<file path="src/rtl/fact_pkg.sv">
// Shared definitions for the factorial accelerator: register offsets,
// FSM states and STATUS bit positions.
package fact_pkg;

  localparam logic [1:0] FACT_N      = 2'd0;
  localparam logic [1:0] FACT_GO     = 2'd1;
  localparam logic [1:0] FACT_STATUS = 2'd2;
  localparam logic [1:0] FACT_RESULT = 2'd3;

  localparam int DONE_BIT = 0;
  localparam int ERR_BIT  = 1;

  typedef enum logic {
    IDLE,
    CALC
  } state_t;

endpackage

</file>
<file path="src/rtl/fact_dp.sv">
// Factorial datapath: down-counter, running product and the cnt<=1 test
// that tells the controller the product is complete.
module fact_dp #(
  parameter int W  = 32,
  parameter int NW = 4
) (
  input  logic          clk,
  input  logic          rst,
  input  logic          load,
  input  logic          step,
  input  logic [NW-1:0] n,
  output logic [W-1:0]  prod,
  output logic          last
);

  logic [NW-1:0] cnt;

  // Multiply by the counter on the way down: n * (n-1) * ... * 2
  always_ff @(posedge clk or posedge rst) begin
    if (rst) begin
      cnt  <= '0;
      prod <= W'(1);
    end else if (load) begin
      cnt  <= n;
      prod <= W'(1);
    end else if (step) begin
      prod <= prod * W'(cnt);
      cnt  <= cnt - NW'(1);
    end
  end

  assign last = (cnt <= NW'(1));

endmodule

</file>
<file path="src/rtl/fact_accel.sv">
// Memory-mapped iterative factorial accelerator with combinational read data.
// Define FACT_ACCEL_IRQ_EN to add a completion interrupt output (irq).
module fact_accel
  import fact_pkg::*;
#(
  parameter int W    = 32,
  parameter int NW   = 4,
  parameter int NMAX = 12
) (
  input  logic         clk,
  input  logic         rst,
  input  logic         we,
  input  logic [1:0]   addr,
  input  logic [W-1:0] wd,
  output logic         busy,
`ifdef FACT_ACCEL_IRQ_EN
  output logic         irq,
`endif
  output logic [W-1:0] rd
);

  state_t        state, next_state;
  logic [NW-1:0] n_reg;
  logic          go_last;
  logic [W-1:0]  result;
  logic          done, err;

  logic          go_acc, go_err, load, step, finish, last;
  logic [W-1:0]  prod;

  fact_dp #(.W(W), .NW(NW)) u_dp (
    .clk  (clk),
    .rst  (rst),
    .load (load),
    .step (step),
    .n    (n_reg),
    .prod (prod),
    .last (last)
  );

  assign go_acc = we && (addr == FACT_GO) && wd[0] && (state == IDLE);
  assign busy   = (state == CALC);

  always_ff @(posedge clk or posedge rst) begin
    if (rst) state <= IDLE;
    else     state <= next_state;
  end

  always_comb begin
    next_state = state;
    load       = 1'b0;
    step       = 1'b0;
    finish     = 1'b0;
    go_err     = 1'b0;
    case (state)
      IDLE: begin
        if (go_acc) begin
          if (n_reg > NW'(NMAX)) begin
            go_err = 1'b1;
          end else begin
            load       = 1'b1;
            next_state = CALC;
          end
        end
      end
      CALC: begin
        if (last) begin
          finish     = 1'b1;
          next_state = IDLE;
        end else begin
          step = 1'b1;
        end
      end
      default: next_state = IDLE;
    endcase
  end

  // Completion flags are sticky; a new GO clears them before any re-set
  always_ff @(posedge clk or posedge rst) begin
    if (rst) begin
      n_reg   <= '0;
      go_last <= 1'b0;
      result  <= '0;
      done    <= 1'b0;
      err     <= 1'b0;
    end else begin
      if (we && (addr == FACT_N) && (state == IDLE))
        n_reg <= wd[NW-1:0];
      if (go_acc) begin
        go_last <= 1'b1;
        done    <= 1'b0;
        err     <= 1'b0;
      end
      if (go_err) begin
        err    <= 1'b1;
        done   <= 1'b1;
        result <= '0;
      end
      if (finish) begin
        result <= prod;
        done   <= 1'b1;
      end
    end
  end

`ifdef FACT_ACCEL_IRQ_EN
  // Raising wins over an acknowledge landing on the completion edge
  always_ff @(posedge clk or posedge rst) begin
    if (rst)
      irq <= 1'b0;
    else if (go_err || finish)
      irq <= 1'b1;
    else if ((we && (addr == FACT_STATUS)) || go_acc)
      irq <= 1'b0;
  end
`endif

  always_comb begin
    rd = '0;
    case (addr)
      FACT_N:      rd = W'(n_reg);
      FACT_GO:     rd = W'(go_last);
      FACT_STATUS: begin
        rd[DONE_BIT] = done;
        rd[ERR_BIT]  = err;
      end
      FACT_RESULT: rd = result;
      default:     rd = '0;
    endcase
  end

endmodule

</file>
<file path="config.mk">
export PLATFORM = sky130hd
export DESIGN_NAME = fact_accel
export DESIGN_NICKNAME = d
export VERILOG_FILES = /design/src/rtl/fact_pkg.sv /design/src/rtl/fact_dp.sv /design/src/rtl/fact_accel.sv
export SDC_FILE = /design/constraint.sdc
export NUM_CORES = 1
export LEC_CHECK = 0
export CORE_MARGIN = 2
export CORE_UTILIZATION = 35
export CTS_CLUSTER_DIAMETER = 150
export DETAILED_ROUTE_END_ITERATION = 8
export HOLD_SLACK_MARGIN = 0.02
export PLACE_DENSITY = 0.61
export SYNTH_ARGS = -nofsm -noshare
export SYNTH_HDL_FRONTEND = slang
export SYNTH_HIERARCHICAL = 1
export SYNTH_SLANG_ARGS = --single-unit
</file>
<file path="constraint.sdc">
create_clock -name clk -period 4.8 [get_ports clk]
set_input_delay 0.96 -clock clk [delete_from_list [all_inputs] [get_ports clk]]
set_output_delay 0.96 -clock clk [all_outputs]
set_load 0.02 [all_outputs]
</file>
==> flow_summary.toml <==
[clock_network]
cts_buffer_depth = 2
cts_setup_buffers = 0
post_cts_resized = 0
cts_tree = "done"
clock_latency_ns = 0.34
numCtsBuffers = 9
htreeDepth = 3
cts.sinks = 76
clock_tree.root_cell = "clkbuf_16"
clkTransAtPathRegs_ns = 0.07
ctsHoldBuffers = 0

[layout]
diodes = 0
fill_cells = 2142
ff_latch_area_mm2 = 0.00190
nets = 1047
synthToLayoutAreaGrowth_pct = 12.7
multiInputGateArea_mm2 = 0.00488
drive_gt1_share_pct = 5.11
reg.largest.list = "result: 32 flops, u_dp/prod: 32 flops"

[timing]
slew_headroom_pct = 23.4
min_period_ns = 4.14
fin_crit_sh_pct = 86.2
tightestPinTransition_ns = 1.15
fin_ws_ns = 0.663
hold_violations = 0
setup_violations = 0
drv_slew = 0
setup-tns-final_ns = 0
rsz0062_at_grt = "false"
fin_skew_ns = 0.00988
fmax_mhz = 242

[setup_path]
path_cells = "buf_4 > and2_1 > fa_1 > inv_1 > fa_1 > inv_1 > ha_1 > a21o_1 > and2_1 > a2111oi_0 > o21ai_1 > o31ai_1 > xor2_1 > o21ai_1"
reg2reg_slack_ns = 0.66
critPathRequiredTime_ns = 5.03
rr_endpoint = "u_dp/prod[24]$_DFFE_PP0P_"
crit_path_top_delay_cell = "fa_1"
worstSetupStartpointType = "flip-flop"
critPathKind = "reg2reg"
path_max_fanout = 29
ff2ff_path_depth = 14
worstSetupEndpointType = "flip-flop"
slowest_delay_ns = 0.54
r2r-start = "u_dp/cnt[1]$_DFFE_PP0P_"
worstPathArrival_ns = 4.36

[routing]
drt_wl_total_um = 17900
wl_met3_um = 630
num_vias = 6000
top_layer_used = "met4"
wl_met1_um = 9010
drc_errors = 0
via_per_inst = 5.02
drt_iter0_drc = 317
postRouteAntennaNets = 0
wl_per_cell_um = 15.0
drt_pass1_iterations = 5
wl_met2_um = 8120

[grt]
grt_usage_pct = 17.1
overflow = 0
grt_pass1_wl_um = 31000
first_global_vias = 5989
antenna_found_initial = 0
grt_start_max_net_pins = 41

[floorplan]
die_area_mm2 = 0.0224
ios = 70
die_y_um = 150
core_mm2 = 0.0210
start_util_pct = 35.5
die-width_um = 150
rows = 53

[synthesis]
yosys.area.top_type = "dfrtp_1"
syn_avg_cell_area_um2 = 8.28
synth_seq_area_share_pct = 25.6
synth_cells = 899
synth_cell_type_count = 63
synth_top_area_share_pct = 25.2
yosys_most_used_dff = "dfrtp_1"
yosys_warnings = 6
synthesis.nets = 1031
synth_area_leaders = "dfrtp_1 (25%), fa_1 (15%), and2_1 (9.8%)"
synth-async-reset-ratio_pct = 100
synth-edff-count = 0
synth_area_mm2 = 0.00744
ys_ff_latch = 76

[worst_hold_path]
hold_depth = 1
min_to = "err$_DFFE_PP0P_"
hold_class = "reg2reg"
min_from = "err$_DFFE_PP0P_"

[placement]
place.gp.congestion = 0.857
port_buffers = 41
pre_cts_ws_ns = 0.699
hpwl_um = 13300

[status]
outcome = "completed"

[run]
maxCapViolations = 0
==> routing by layer <==
layer	vias up	global-route usage, %
li1	2921	-
met1	2949	25.3
met2	120	27.2
met3	10	1.86
met4	0	3.35
met5	-	0
==> worst max-delay path: cells and delay by family (launching register included) <==
kind,cells,cell delay (ns)
fa+ha+maj,3,1.39
buf+inv,3,0.36
flops,1,0.45
simple gates,2,0.37
xor+xnor,1,0.18
compound gates,5,1.28
==> worst max path at each step <==
stage / startpoint / to / slack, ns / cells after the start
floorplan: u_dp/cnt[1]$_DFFE_PP0P_ / u_dp/prod[29]$_DFFE_PP0P_ / 1.09 / 14
global route: u_dp/cnt[2]$_DFFE_PP0P_ / u_dp/prod[31]$_DFFE_PP0P_ / 0.39 / 14
global placement: u_dp/cnt[1]$_DFFE_PP0P_ / u_dp/prod[24]$_DFFE_PP0P_ / 0.72 / 14
finish: u_dp/cnt[1]$_DFFE_PP0P_ / u_dp/prod[24]$_DFFE_PP0P_ / 0.66 / 14
CTS: u_dp/cnt[2]$_DFFE_PP0P_ / u_dp/prod[31]$_DFFE_PP0P_ / 0.67 / 14
detailed placement: u_dp/cnt[3]$_DFFE_PP0P_ / u_dp/prod[29]$_DFFE_PP0P_ / 0.70 / 13
==> placed cells by master (no fill, tap or decap), drive strengths merged, types with 3 or more instances in the layout <==
master,Yosys,final
dfrtp,75,75
clkbuf,32,10
o22ai,3,3
xnor2,25,25
and3,5,5
a2111oi,3,3
clkdlybuf4s50,0,41
buf,15,11
fa,57,57
mux2i,16,16
o21a,7,7
o31ai,5,5
a21oi,31,31
a21o,13,13
a31oi,6,6
nand4,6,6
a22oi,3,3
mux2,4,4
and2,116,116
ha,38,38
xor2,4,4
clkinvlp,0,3
nand3,8,8
nand3b,5,5
inv,121,123
nor2b,4,4
a211oi,5,5
o21ai,63,63
nand2b,7,7
nor3,5,5
nor2,33,33
o21bai,5,5
nand2,146,146
or2,3,3
o211ai,6,6
==> metrics by stage <==
step                utilization [%]  hold WS (ns)  std cells  cell area [um^2]
floorplan                         -         0.434        899              7440
global placement               38.5         0.450       1179              8080
detailed placement             38.5         0.471       1179              8080
CTS                            40.0         0.485       1195              8390
global route                   40.0         0.502       1195              8390
finish                         40.0         0.479       1195              8390
==> synth_stat cells, drive strengths merged, types with 4 or more instances <==
library cell	number
a211oi	5
a21o	13
a21oi	31
a31oi	6
and2	116
and3	5
buf	15
clkbuf	32
dfrtp	75
fa	57
ha	38
inv	121
mux2	4
mux2i	16
nand2	146
nand2b	7
nand3	8
nand3b	5
nand4	6
nor2	33
nor2b	4
nor3	5
o211ai	6
o21a	7
o21ai	63
o21bai	5
o31ai	5
xnor2	25
xor2	4
==> layout make-up <==
cell class,count,share of cell area [%]
Clock buffer,10,2.85
Clock inverter,6,0.835
Inverter,121,5.42
Multi-Input combinational cell,655,58.2
Sequential cell,76,22.7
Tap cell,275,4.10
Timing Repair Buffer,52,5.88
==> kinds of logic (layout without fill, tap and decap cells) <==
kind of cell / after synthesis / after routing / share of synthesized area [%]
AND/OR/NAND/NOR: 348 / 348 / 23.7
multiplexers: 20 / 20 / 2.76
buffers and inverters: 168 / 189 / 8.91
XOR/XNOR: 29 / 29 / 3.41
flip-flops: 76 / 76 / 25.6
adder cells (fa/ha/maj): 95 / 95 / 21.7
AO/OA/AOI/OAI: 163 / 163 / 13.9
Power is left out: the tool's default activity adds up to more than one toggle a clock period on the data nets, which glitch-free logic cannot reach.
